===== src/rtl/readout_rx_pkg.sv =====
// rtl/readout_rx_pkg.sv - shared defaults and result entry type for the readout RX decision stage
package readout_rx_pkg;

  localparam int RX_NUM_QUBITS = 8;
  localparam int RX_SCORE_W    = 16;
  localparam int RX_FIFO_DEPTH = 4;
  localparam int RX_TS_W       = 16;
  localparam int RX_QID_W      = $clog2(RX_NUM_QUBITS);
  localparam int RX_LEVEL_W    = $clog2(RX_FIFO_DEPTH) + 1;

  // One decision as seen by the downstream aggregator (default channel count)
  typedef struct packed {
    logic [RX_QID_W-1:0] qid;
    logic                result;
`ifdef READOUT_RX_DECISION_TIMESTAMP_EN
    logic [RX_TS_W-1:0]  ts;
`endif
  } decision_entry_t;

endpackage


===== src/rtl/readout_rx_result_fifo.sv =====
// rtl/readout_rx_result_fifo.sv - small registered-output result FIFO (power-of-two depth)
module readout_rx_result_fifo #(
  parameter int WIDTH = 4,
  parameter int DEPTH = 4
) (
  input  logic                     clk,
  input  logic                     rst,
  input  logic                     push,
  input  logic [WIDTH-1:0]         push_data,
  input  logic                     pop,
  output logic [WIDTH-1:0]         head,
  output logic [$clog2(DEPTH):0]   level,
  output logic                     full
);

  localparam int AW = $clog2(DEPTH);
  localparam int LW = AW + 1;

  logic [WIDTH-1:0] mem [DEPTH];
  logic [AW-1:0]    wr_ptr;
  logic [AW-1:0]    rd_ptr;
  logic             empty;
  logic             do_push;
  logic             do_pop;

  assign empty   = (level == '0);
  assign full    = (level == LW'(DEPTH));
  assign do_push = push && !full;
  assign do_pop  = pop && !empty;
  // Head comes straight from storage flops; forced to zero while empty
  assign head    = empty ? '0 : mem[rd_ptr];

  // Entry storage; no reset needed since level gates visibility
  always_ff @(posedge clk) begin
    if (do_push) mem[wr_ptr] <= push_data;
  end

  // Pointer and occupancy bookkeeping
  always_ff @(posedge clk) begin
    if (rst) begin
      wr_ptr <= '0;
      rd_ptr <= '0;
      level  <= '0;
    end else begin
      if (do_push) wr_ptr <= wr_ptr + AW'(1);
      if (do_pop)  rd_ptr <= rd_ptr + AW'(1);
      case ({do_push, do_pop})
        2'b10:   level <= level + LW'(1);
        2'b01:   level <= level - LW'(1);
        default: level <= level;
      endcase
    end
  end

endmodule


===== src/rtl/readout_rx_state_decision_output_multi.sv =====
// rtl/readout_rx_state_decision_output_multi.sv - per-qubit threshold decisions, round-robin into result FIFO; option READOUT_RX_DECISION_TIMESTAMP_EN
module readout_rx_state_decision_output_multi
  import readout_rx_pkg::*;
#(
  parameter int NUM_QUBITS = RX_NUM_QUBITS,
  parameter int SCORE_W    = RX_SCORE_W,
  parameter int FIFO_DEPTH = RX_FIFO_DEPTH,
  parameter int QID_W      = $clog2(NUM_QUBITS)
`ifdef READOUT_RX_DECISION_TIMESTAMP_EN
  , parameter int TS_W     = RX_TS_W
`endif
) (
  input  logic                          clk,
  input  logic                          rst,
  input  logic [NUM_QUBITS-1:0]         finish_count_in,
  input  logic [NUM_QUBITS*SCORE_W-1:0] score_in,
  input  logic                          thr_wr_en,
  input  logic [QID_W-1:0]              thr_wr_idx,
  input  logic [SCORE_W-1:0]            thr_wr_data,
  output logic                          out_valid,
  input  logic                          out_ready,
  output logic [QID_W-1:0]              out_qid,
  output logic                          out_result,
  output logic [$clog2(FIFO_DEPTH):0]   fifo_level,
`ifdef READOUT_RX_DECISION_TIMESTAMP_EN
  output logic [TS_W-1:0]               out_ts,
`endif
  output logic                          overflow
);

`ifdef READOUT_RX_DECISION_TIMESTAMP_EN
  localparam int ENTRY_W = QID_W + 1 + TS_W;
`else
  localparam int ENTRY_W = QID_W + 1;
`endif

  logic signed [SCORE_W-1:0] thr [NUM_QUBITS];
  logic [NUM_QUBITS-1:0]     result;
  logic [NUM_QUBITS-1:0]     pending;
  logic [NUM_QUBITS-1:0]     res;
  logic [QID_W-1:0]          rr_ptr;
  logic                      grant_valid;
  logic [QID_W-1:0]          grant_idx;
  logic                      fifo_full;
  logic [ENTRY_W-1:0]        push_data;
  logic [ENTRY_W-1:0]        head;

  // Strict signed comparison against the currently stored threshold
  always_comb begin
    result = '0;
    for (int i = 0; i < NUM_QUBITS; i++) begin
      result[i] = $signed(score_in[i*SCORE_W +: SCORE_W]) > thr[i];
    end
  end

  // Round-robin search starting at rr_ptr; stalls entirely while the FIFO is full
  always_comb begin
    int               j;
    logic [QID_W-1:0] cand;
    grant_valid = 1'b0;
    grant_idx   = '0;
    j           = 0;
    cand        = '0;
    if (!fifo_full) begin
      for (int k = 0; k < NUM_QUBITS; k++) begin
        j    = (int'(rr_ptr) + k) % NUM_QUBITS;
        cand = QID_W'(j);
        if (!grant_valid && pending[cand]) begin
          grant_valid = 1'b1;
          grant_idx   = cand;
        end
      end
    end
  end

  // Thresholds, pending/result capture, overwrite detection and pointer advance
  always_ff @(posedge clk) begin
    if (rst) begin
      pending  <= '0;
      res      <= '0;
      overflow <= 1'b0;
      rr_ptr   <= '0;
      for (int i = 0; i < NUM_QUBITS; i++) thr[i] <= '0;
    end else begin
      for (int i = 0; i < NUM_QUBITS; i++) begin
        if (thr_wr_en && thr_wr_idx == QID_W'(i)) thr[i] <= thr_wr_data;
        if (finish_count_in[i]) begin
          // A grant this cycle ships the old result, so only an ungranted overwrite loses data
          pending[i] <= 1'b1;
          res[i]     <= result[i];
          if (pending[i] && !(grant_valid && grant_idx == QID_W'(i))) overflow <= 1'b1;
        end else if (grant_valid && grant_idx == QID_W'(i)) begin
          pending[i] <= 1'b0;
        end
      end
      if (grant_valid) begin
        rr_ptr <= (grant_idx == QID_W'(NUM_QUBITS - 1)) ? '0 : grant_idx + QID_W'(1);
      end
    end
  end

`ifdef READOUT_RX_DECISION_TIMESTAMP_EN
  logic [TS_W-1:0] ts_cnt;
  logic [TS_W-1:0] ts_reg [NUM_QUBITS];

  // Free-running cycle counter, latched per channel at capture time
  always_ff @(posedge clk) begin
    if (rst) begin
      ts_cnt <= '0;
      for (int i = 0; i < NUM_QUBITS; i++) ts_reg[i] <= '0;
    end else begin
      ts_cnt <= ts_cnt + TS_W'(1);
      for (int i = 0; i < NUM_QUBITS; i++) begin
        if (finish_count_in[i]) ts_reg[i] <= ts_cnt;
      end
    end
  end

  assign push_data = {grant_idx, res[grant_idx], ts_reg[grant_idx]};
  assign out_ts    = head[TS_W-1:0];
`else
  assign push_data = {grant_idx, res[grant_idx]};
`endif

  assign out_qid    = head[ENTRY_W-1 -: QID_W];
  assign out_result = head[ENTRY_W-1-QID_W];
  assign out_valid  = (fifo_level != '0);

  readout_rx_result_fifo #(
    .WIDTH (ENTRY_W),
    .DEPTH (FIFO_DEPTH)
  ) u_fifo (
    .clk       (clk),
    .rst       (rst),
    .push      (grant_valid),
    .push_data (push_data),
    .pop       (out_valid && out_ready),
    .head      (head),
    .level     (fifo_level),
    .full      (fifo_full)
  );

endmodule

===== config.mk =====
export PLATFORM = sky130hd
export DESIGN_NAME = readout_rx_state_decision_output_multi
export DESIGN_NICKNAME = d
export VERILOG_FILES = /design/src/rtl/readout_rx_pkg.sv /design/src/rtl/readout_rx_result_fifo.sv /design/src/rtl/readout_rx_state_decision_output_multi.sv
export SDC_FILE = /design/constraint.sdc
export NUM_CORES = 1
export LEC_CHECK = 0
export BUFFER_PORTS_ARGS = -buffer_cell sky130_fd_sc_hd__buf_2
export CAP_MARGIN = 20
export CORE_MARGIN = 4
export CORE_UTILIZATION = 43
export DETAILED_ROUTE_END_ITERATION = 10
export PLACE_DENSITY = 0.76
export SLEW_MARGIN = 20
export SYNTH_ARGS = -nofsm -noshare
export SYNTH_HDL_FRONTEND = slang
export SYNTH_HIERARCHICAL = 1
export SYNTH_SLANG_ARGS = --single-unit

===== constraint.sdc =====
create_clock -name clk -period 4.4 [get_ports clk]
set_clock_uncertainty 0.15 [all_clocks]
set_input_delay 0.88 -clock clk [delete_from_list [all_inputs] [get_ports clk]]
set_output_delay 0.88 -clock clk [all_outputs]
set_load 0.02 [all_outputs]

**Word-level counts from Yosys, hierarchy flattened**

Memory sizes are Yosys's and may differ from the RTL's. A register that Yosys moved wholly into a read port is not among the register bits.
Cells that the tools add are included.

- Add/subtract/negate cells: 12
- Order comparisons: 17
- Eq/ne operators: 17
- Muxes and demuxes: 117
- Bitwise operators: 8
- Reductions and logical operators: 64

Operator list:

| operator | number |
|---|---|
| $gt A16 B16 Y1 | 8 |
| $mux W16 | 8 |
| $mux W1 | 86 |
| $lt A3 B4 Y1 const B | 9 |
| $logic_and A1 B1 Y1 | 34 |
| $mux W3 | 10 |
| $bmux W1 S3 | 9 |
| $eq A3 B3 Y1 const B | 9 |
| $reduce_bool A2 Y1 | 9 |
| $logic_not A1 Y1 | 17 |
| $add A3 B3 Y3 const B | 4 |
| $eq A3 B2 Y1 const B | 4 |
| $add A3 B1 Y3 const B | 3 |
| $logic_not A3 Y1 | 3 |
| $or A1 B1 Y1 | 8 |
| $add A3 B2 Y3 const B | 2 |
| $eq A3 B1 Y1 const B | 2 |
| $pmux W3 S2 | 1 |
| $add A2 B1 Y2 const B | 2 |
| $mux W2 | 2 |
| $mux W4 | 1 |
| $reduce_bool A3 Y1 | 1 |
| $sub A3 B1 Y3 const B | 1 |
| $eq A2 B1 Y1 const B | 1 |
| $eq A2 B2 Y1 const B | 1 |

- Bits in registers: 27
- RAM bits: 144
- Input bits: 159
- Output and inout bits: 9
- Logic and storage cells: 258
- Memories: 2

Memory list:

| memory | depth | bits a word | read ports | clocked after memory_dff | wr ports | line | source |
|---|---|---|---|---|---|---|---|
| thr | 8 | 16 | 8 | 0 | 8 | readout_rx_state_decision_output_multi.sv:37 | `logic signed [SCORE_W-1:0] thr [NUM_QUBITS];` |
| u_fifo.mem | 4 | 4 | 1 | 1 | 1 | readout_rx_result_fifo.sv:19 | `logic [WIDTH-1:0] mem [DEPTH];` |

**Depth between registers and ports, before layout**

Gate-level depths: netlist of run 1.

- Depth in word-level cells: 53
- Depth in mapped cells: 20
- Gate-level depth less buffers: 16

**By module**

Netlist of run 1, hierarchy kept.

Modules (own cells, without submodules):

| module | instances | cells an instance | area an instance (sq um) | seq. area each (sq um) |
|---|---|---|---|---|
| readout_rx_state_decision_output_multi | 1 | 968 | 9835.7 | 4244.1 |
| readout_rx_result_fifo | 1 | 78 | 1076.0 | 660.6 |

**Worst setup path after synthesis of run 1**

Ideal clock, no wire load.

- Path kind: register -> register
- From: reg rr_ptr[0]
- To: reg overflow
- Setup time: 137 ps
- Arrival: 4346 ps
- Required time: 4113 ps
- Setup slack: -233 ps
- Cell stages (with the launch flop): 18
- Buffers on the path: 3
- Period minus slack after synthesis: 4633 ps
- Cells stage by stage: dfxtp_1 buf_6 buf_2 inv_1 ha_1 buf_2 mux4_1 a21oi_1 a22o_2 nand2_4 o41a_1 a221oi_2 ha_1 ha_1 a21oi_1 or4_1 a311oi_2 a41oi_2

- Cells in the longest elaborated chain, start to end: 53
- Elaborated cells between the ends (all ways): 111
- Classes of those cells: add/sub (7); eq/ne (7); mux (58); reduce/logical (39)

Ends and longest elaborated chain:

| what | line | source |
|---|---|---|
| from (decl) | readout_rx_state_decision_output_multi.sv:41 | `logic [QID_W-1:0] rr_ptr;` |
| from (signal assigned) | readout_rx_state_decision_output_multi.sv:97 | `rr_ptr <= (grant_idx == QID_W'(NUM_QUBITS - 1)) ? '0 : grant_idx + QID_W'(1);` |
| branches (longest 30 deep; another with $add A3 B1 Y3) | -- |  |
| $mux W3 (*) | readout_rx_state_decision_output_multi.sv:68 | `if (!grant_valid && pending[cand]) begin` |
| $mux W3 (*) | readout_rx_state_decision_output_multi.sv:64 | `if (!fifo_full) begin` |
| net grant_idx[0] | readout_rx_state_decision_output_multi.sv:43 | `logic [QID_W-1:0] grant_idx;` |
| $logic_not A3 Y1 | readout_rx_state_decision_output_multi.sv:91 | `if (pending[i] && !(grant_valid && grant_idx == QID_W'(i))) overflow <= 1'b1;` |
| $logic_and A1 B1 Y1 | readout_rx_state_decision_output_multi.sv:91 |  |
| $logic_not A1 Y1 | readout_rx_state_decision_output_multi.sv:91 |  |
| $logic_and A1 B1 Y1 | readout_rx_state_decision_output_multi.sv:91 |  |
| [9 not listed] | -- |  |
| $mux W1 | readout_rx_state_decision_output_multi.sv:91 |  |
| $mux W1 | readout_rx_state_decision_output_multi.sv:87 | `if (finish_count_in[i]) begin` |
| $mux W1 | readout_rx_state_decision_output_multi.sv:91 |  |
| $mux W1 | readout_rx_state_decision_output_multi.sv:87 |  |
| $mux W1 | readout_rx_state_decision_output_multi.sv:91 |  |
| $mux W1 | readout_rx_state_decision_output_multi.sv:87 |  |
| $mux W1 | readout_rx_state_decision_output_multi.sv:91 |  |
| $mux W1 (*) | readout_rx_state_decision_output_multi.sv:87 |  |
| to (signal assigned) | readout_rx_state_decision_output_multi.sv:81 | `overflow <= 1'b0;` |
| to (signal assigned) | readout_rx_state_decision_output_multi.sv:91 |  |
| to (decl) | readout_rx_state_decision_output_multi.sv:28 | `output logic overflow` |

Mark *: on every way through the listed nets, which the timed path passes. The select of a mux whose other input is x is not followed.
A chain may end at the register's enable or synchronous reset.

**Worst setup path in the final report of run 1**

- From: reg rr_ptr[1]
- To: reg overflow

The elaborated chain is that of the path after synthesis.

==> flow_summary.json, run 1 <==
{
  "postCtsSetupBuffers": 0,
  "path_cells": "inv_1, ha_4, buf_4, mux4_2, mux2i_1, a22o_2, nand2_4, o41a_1, a221oi_4, ha_2, ha_1, a21oi_1, or4_1, a311oi_2, a41oi_2",
  "placed_cells": 1530,
  "seq_area_mm2": 0.004906,
  "gp_congestion": 0.8728,
  "clk_path_buf_depth": 2,
  "power.leakage_nw": 5.841,
  "synth_top_family_by_area": "adder cells",
  "slew-limit-headroom_pct": 43.81,
  "multiInputGateArea_mm2": 0.005286,
  "hold_violations": 0,
  "drcViolationCount": 0,
  "clk_latency_ns": 0.44,
  "synth_compound_area_share_pct": 11.05,
  "status": "finished clean",
  "drv_cap": 0,
  "ys.flop_type": "edfxtp_1",
  "synth-edff-count": 144,
  "fp.dieArea_mm2": 0.02799,
  "root_buffer": "clkbuf_16",
  "hold_ws_ns": 0.3380,
  "crit_slowest_cell": "or4_1",
  "cts_sinks": 173,
  "yosys-top-cells-area": "edfxtp_1 40%, ha_1 16%, inv_1 5.6%",
  "synth_area_mm2": 0.01091,
  "start_util_pct": 43.46,
  "setup_tns_ns": 0,
  "hp-class": "register to register",
  "syn_inst": 1046,
  "grt_pass1_wl_um": 43090,
  "setup_viol": 0,
  "utilization_pct": 50.89,
  "worst_pin_slew_ns": 0.8391,
  "grt.total_usage_pct": 19.87,
  "top_level_ports": 168,
  "path_delay_family": "compound AO/OA/AOI/OAI gates",
  "slew_viol_final": 0,
  "critPathRequiredTime_ns": 4.53,
  "async_reset_ff_share_pct": 0,
  "clk_pin_slew_ns": 0.06,
  "area_delta_synth_final_pct": 17.10,
  "portBuffers": 167,
  "die_x_um": 167.3,
  "critPathBufInv": 2,
  "die_y_um": 167.3,
  "synth_cell_type_count": 72,
  "ys_warn_count": 6,
  "period_minus_slack_ns": 4.176,
  "finalCritPeriodShare_pct": 94.90,
  "endpoint_kind": "register",
  "routed_wl_um": 27910,
  "power_mw": 6.323,
  "drive_above_1_share_pct": 20.55,
  "yosys.area_share.xor_xnor_pct": 0.4013,
  "worstSetupStartpointType": "register",
  "p_per_area_mw_per_mm2": 494.8,
  "vias": 8333,
  "synth.top_cell.area_share_pct": 39.63,
  "synth.avg_cell_area_um2": 10.43,
  "wl_per_cell_um": 17.86,
  "ys_ff_latch": 173,
  "grt_pass1_vias": 8180,
  "ir_worst_vdd_v": 0.0002990,
  "yosys.area.top_type": "edfxtp_1",
  "synthAdderAreaFrac_pct": 16.35,
  "row_count": 58,
  "dpl.hpwl_um": 21520,
  "antenna_found_initial": 6,
  "viasPerCell": 5.331,
  "startpoint": "rr_ptr[1]",
  "critPathKind": "register to register",
  "syn-num-nets": 1347,
  "yosys-mux-area-fraction_pct": 5.825,
  "critPathMaxStageDelay_ns": 0.52,
  "cts_hold_buf": 0,
  "layout.cells.non_filler": 1563,
  "rsz0062_at_grt": "no",
  "tritoncts": "yes",
  "nets": 1520,
  "first_pass_iters": 5,
  "worstPathArrival_ns": 4.30,
  "drtIter0Drc": 513,
  "htreeDepth": 4,
  "min-delay-start": "u_fifo/rd_ptr[1]",
  "final_antenna_net_count": 0,
  "grt_overflow": 0,
  "numCtsBuffers": 17,
  "yosysSeqAreaShare_pct": 44.95,
  "synth-simple-area-share_pct": 14.52,
  "fmax_ghz": 0.2395,
  "nFillCells": 2322,
  "worstPathMaxFanout": 7,
  "fp.coreArea_mm2": 0.02511,
  "grt_max_degree": 38,
  "rr_startpoint": "rr_ptr[1]"
}
## path summary, 6_finish.rpt
path,slack (ns),cells after the start,to
hold reg to reg,0.34,2,u_fifo/rd_ptr[1]
setup reg to reg,0.22,15,overflow
hold / removal,0.34,2,u_fifo/rd_ptr[1]
setup / recovery,0.22,15,overflow
## cells in the final DEF (no fill, tap or decap), types with 4 or more instances in the layout
cell type	n
nor2b_1	24
a21o_1	22
o211ai_1	4
a21oi_1	45
o31ai_1	4
mux4_2	14
or3_1	4
inv_1	164
nand2_1	31
nand2b_1	30
o21ai_0	28
nor4_1	7
dfxtp_1	28
buf_2	167
mux2i_1	13
nor2_1	147
a211oi_1	7
clkbuf_16	17
nor3_1	4
nand3_1	17
edfxtp_1	144
ha_1	138
o21a_1	29
mux4_1	4
buf_4	17
nand4_1	25
and2_1	7
xor2_1	4
nor4b_1	7
mux2_2	5
## synth_stat cells, types with 5 or more instances
cell type and n:
buf_2 8, and2_1 7, mux2_2 6, dfxtp_1 29, clkbuf_1 17, edfxtp_1 144
o21a_1 29, nand2_1 31, nand3_1 17, a21o_1 22, nor4_1 7, nor2_1 147
a211oi_1 7, ha_1 141, nand4_1 25, mux4_2 13, inv_1 164, nand2b_1 30
mux2i_1 13, mux4_1 5, nor4b_1 7, o21ai_0 28, nor2b_1 24, a21oi_1 46
## flip-flops by register name, indices dropped and copies added (netlist names), named ones only
name and flops:
u_fifo/wr_ptr 2, u_fifo/level 3, thr 128, pending 8
u_fifo/mem 16, overflow 1, res 8, u_fifo/rd_ptr 2
rr_ptr 3
## report_power, final
part	internal, mW	total [mW]	switching, mW
sequential	2.08	2.22	0.140
clock	0.850	1.51	0.660
combinational	1.14	2.60	1.45
## area by class of cell
cell class / count / area share [%]
inverters: 164 / 4.818
well taps: 330 / 3.231
flip-flops and latches: 173 / 38.40
repair buffers: 184 / 7.540
clock buffers: 18 / 3.359
diodes: 2 / 0.03917
clock inverters: 13 / 1.244
multi-input cells: 679 / 41.37
## kinds of logic (layout without fill, tap and decap cells)
| logic type | after synthesis | in the layout |
|---|---|---|
| AO/OA/AOI/OAI | 174 | 174 |
| XOR/XNOR | 5 | 5 |
| adder cells (fa/ha/maj) | 142 | 142 |
| buffers and inverters | 194 | 379 |
| flip-flops | 173 | 173 |
| multiplexers | 38 | 38 |
| other | 0 | 2 |
| AND/OR/NAND/NOR | 320 | 320 |
## layer usage
layer  share of wire (%)  track usage, %  vias to the layer above
met4                 2.4           5.963                        8
met1                  42           25.59                     3937
li1                    -               -                     4043
met5                0.17               0                        -
met3                 6.5           4.084                       52
met2                  49           33.92                      293
## tightest hold or removal path: stages (launching register included)
cell     delay [ns]
dfxtp_1        0.30
o21ai_0        0.06
a21oi_1        0.07
## through the flow
stage	cell area [um^2]	setup WS, ns
after global placement	12170	0.1719
after global routing	12780	0.04479
after detailed placement	12170	0.1199
after floorplan	10940	0.002869
after CTS	12760	0.09748
final	12780	0.2244
## repair_timing
item	in CTS	in global routing
endpoints found under the hold margin	0	0
gates resized for setup	0	3
endpoints found under the setup margin	0	2
(Power assumes the default switching activity.)
==> inputs of run 2 (changes only) <==
--- a/config.mk
+++ b/config.mk
@@ -9,6 +9,7 @@
 export CAP_MARGIN = 20
 export CORE_MARGIN = 4
 export CORE_UTILIZATION = 43
+export CTS_BUF_LIST = sky130_fd_sc_hd__clkbuf_16
 export DETAILED_ROUTE_END_ITERATION = 10
 export PLACE_DENSITY = 0.76
 export SLEW_MARGIN = 20
==> run 2 against run 1 <==
Compared with the run above:
- worst hold slack unchanged
- global-route usage stayed put
- clock power is essentially flat
- core utilization did not move
- power barely moved
- via count about the same
- final cell count did not move
- sequential cell count unchanged
- maximum frequency about the same
- sequential power about the same
- critical path type unchanged
- critical endpoint unchanged
==> flow_summary.json, run 2 (synthesized netlist as in run 1, its figures left out) <==
{
  "setup_viol": 0,
  "top_level_ports": 168,
  "worstPathMaxFanout": 7,
  "dpl_cell_area_mm2": 0.01217,
  "grt_overflow": 0,
  "final_antenna_net_count": 0,
  "p_per_area_mw_per_mm2": 494.7,
  "fmax_ghz": 0.2395,
  "dpl.hpwl_um": 21520,
  "pre_cts_ws_ns": 0.1199,
  "critPathKind": "register to register",
  "rsz0062_at_grt": "no",
  "cp_num_cells": 15,
  "drtIter0Drc": 515,
  "drcViolationCount": 0,
  "period_minus_slack_ns": 4.176,
  "hold_ws_ns": 0.3380,
  "r2r_cells": 15,
  "path_cells": "inv_1, ha_4, buf_4, mux4_2, mux2i_1, a22o_2, nand2_4, o41a_1, a221oi_4, ha_2, ha_1, a21oi_1, or4_1, a311oi_2, a41oi_2",
  "setup_tns_ns": 0,
  "stdcell_area_mm2": 0.01278,
  "placed_cells": 1530,
  "slew-limit-headroom_pct": 43.81,
  "largest_register_ffs": 128,
  "hp-class": "register to register",
  "clk_pin_slew_ns": 0.06,
  "portBuffers": 167,
  "critPathBufInv": 2,
  "root_buffer": "clkbuf_16",
  "nets": 1520,
  "gp_congestion": 0.8728,
  "whs_path_depth": 2,
  "reg_top3": "thr: 128 flops, u_fifo/mem: 16 flops",
  "tritoncts": "yes",
  "area_delta_synth_final_pct": 17.10,
  "regMostFlops": "thr",
  "grt_pass1_wl_um": 43090,
  "grt.total_usage_pct": 19.87,
  "final_cell_mix": "167 x buf_2, 165 x inv_1, 147 x nor2_1, 144 x edfxtp_1, 138 x ha_1",
  "die_y_um": 167.3,
  "worst_pin_slew_ns": 0.8391,
  "worstPathArrival_ns": 4.30,
  "numCtsBuffers": 17,
  "antenna_found_initial": 6,
  "worstSetupStartpointType": "register",
  "drv_cap": 0,
  "slew_viol_final": 0,
  "fp.dieArea_mm2": 0.02799,
  "postCtsSetupBuffers": 0,
  "start_util_pct": 43.46,
  "row_count": 58,
  "fin_ws_ns": 0.2242,
  "htreeDepth": 4,
  "finalCritPeriodShare_pct": 94.91,
  "mostFrequentLayoutCell": "buf_2",
  "routed_wl_um": 27920,
  "grt_max_degree": 38,
  "fp.coreArea_mm2": 0.02511,
  "crit_slowest_cell": "or4_1",
  "vias": 8336,
  "clk_latency_ns": 0.44,
  "drive_above_1_share_pct": 20.55,
  "die_x_um": 167.3,
  "status": "finished clean",
  "viasPerCell": 5.333,
  "cts_hold_buf": 0,
  "first_pass_iters": 5,
  "cts_sinks": 173,
  "critPathMaxStageDelay_ns": 0.52,
  "clk_path_buf_depth": 2,
  "critPathRequiredTime_ns": 4.53,
  "wl_per_cell_um": 17.86,
  "endpoint_kind": "register",
  "path_delay_family": "compound AO/OA/AOI/OAI gates",
  "ir_worst_vdd_v": 0.0002990,
  "grt_pass1_vias": 8180,
  "layout.cells.non_filler": 1563,
  "hold_violations": 0,
  "power.leakage_nw": 5.845,
  "cts_resized": 0
}
## run 2: cell count changes in the layout (fill, tap and decap cells not counted), sizes merged
cell	delta
inv	+1
clkbuf	-1
## run 2: worst paths after layout
path,start,endpoint,slack [ns]
worst max-delay path,rr_ptr[1],overflow,0.22
worst min-delay path,u_fifo/rd_ptr[1],u_fifo/rd_ptr[1],0.34
worst max register to register,rr_ptr[1],overflow,0.22
worst min register to register,u_fifo/rd_ptr[1],u_fifo/rd_ptr[1],0.34
## run 2: per-layer routing
metal  vias to the layer above  track usage (%)  wire length (um)
met4                         8            5.963               658
met5                         -                0                47
met3                        52            4.084              1845
met1                      3941            25.59             11710
met2                       292            33.92             13660
li1                       4043                -                 -
## run 2: tightest hold or removal path, stage by stage, from the launching register on
cell,delay [ns]
dfxtp_1,0.30
o21ai_0,0.06
a21oi_1,0.07
## run 2: power breakdown
| part | switching, mW | internal, mW |
|---|---|---|
| combinational | 1.45 | 1.14 |
| clock | 0.661 | 0.848 |
| sequential | 0.140 | 2.08 |
| total | 2.25 | 4.07 |
## run 2: area by class of cell
cell class / instances / area (um^2)
Antenna cell: 2 / 5.005
Clock buffer: 17 / 425.4
Clock inverter: 14 / 162.7
Fill cell: 2322 / 12330
Inverter: 164 / 615.6
Multi-Input combinational cell: 679 / 5286
Sequential cell: 173 / 4906
Tap cell: 330 / 412.9
Timing Repair Buffer: 184 / 963.4
## run 2: through the flow
stage	total power, mW	utilization, %
global placement	4.742	48.47
CTS	6.309	50.81
finish	6.321	50.89
detailed placement	4.804	48.47
global route	6.721	50.89
floorplan	4.099	-
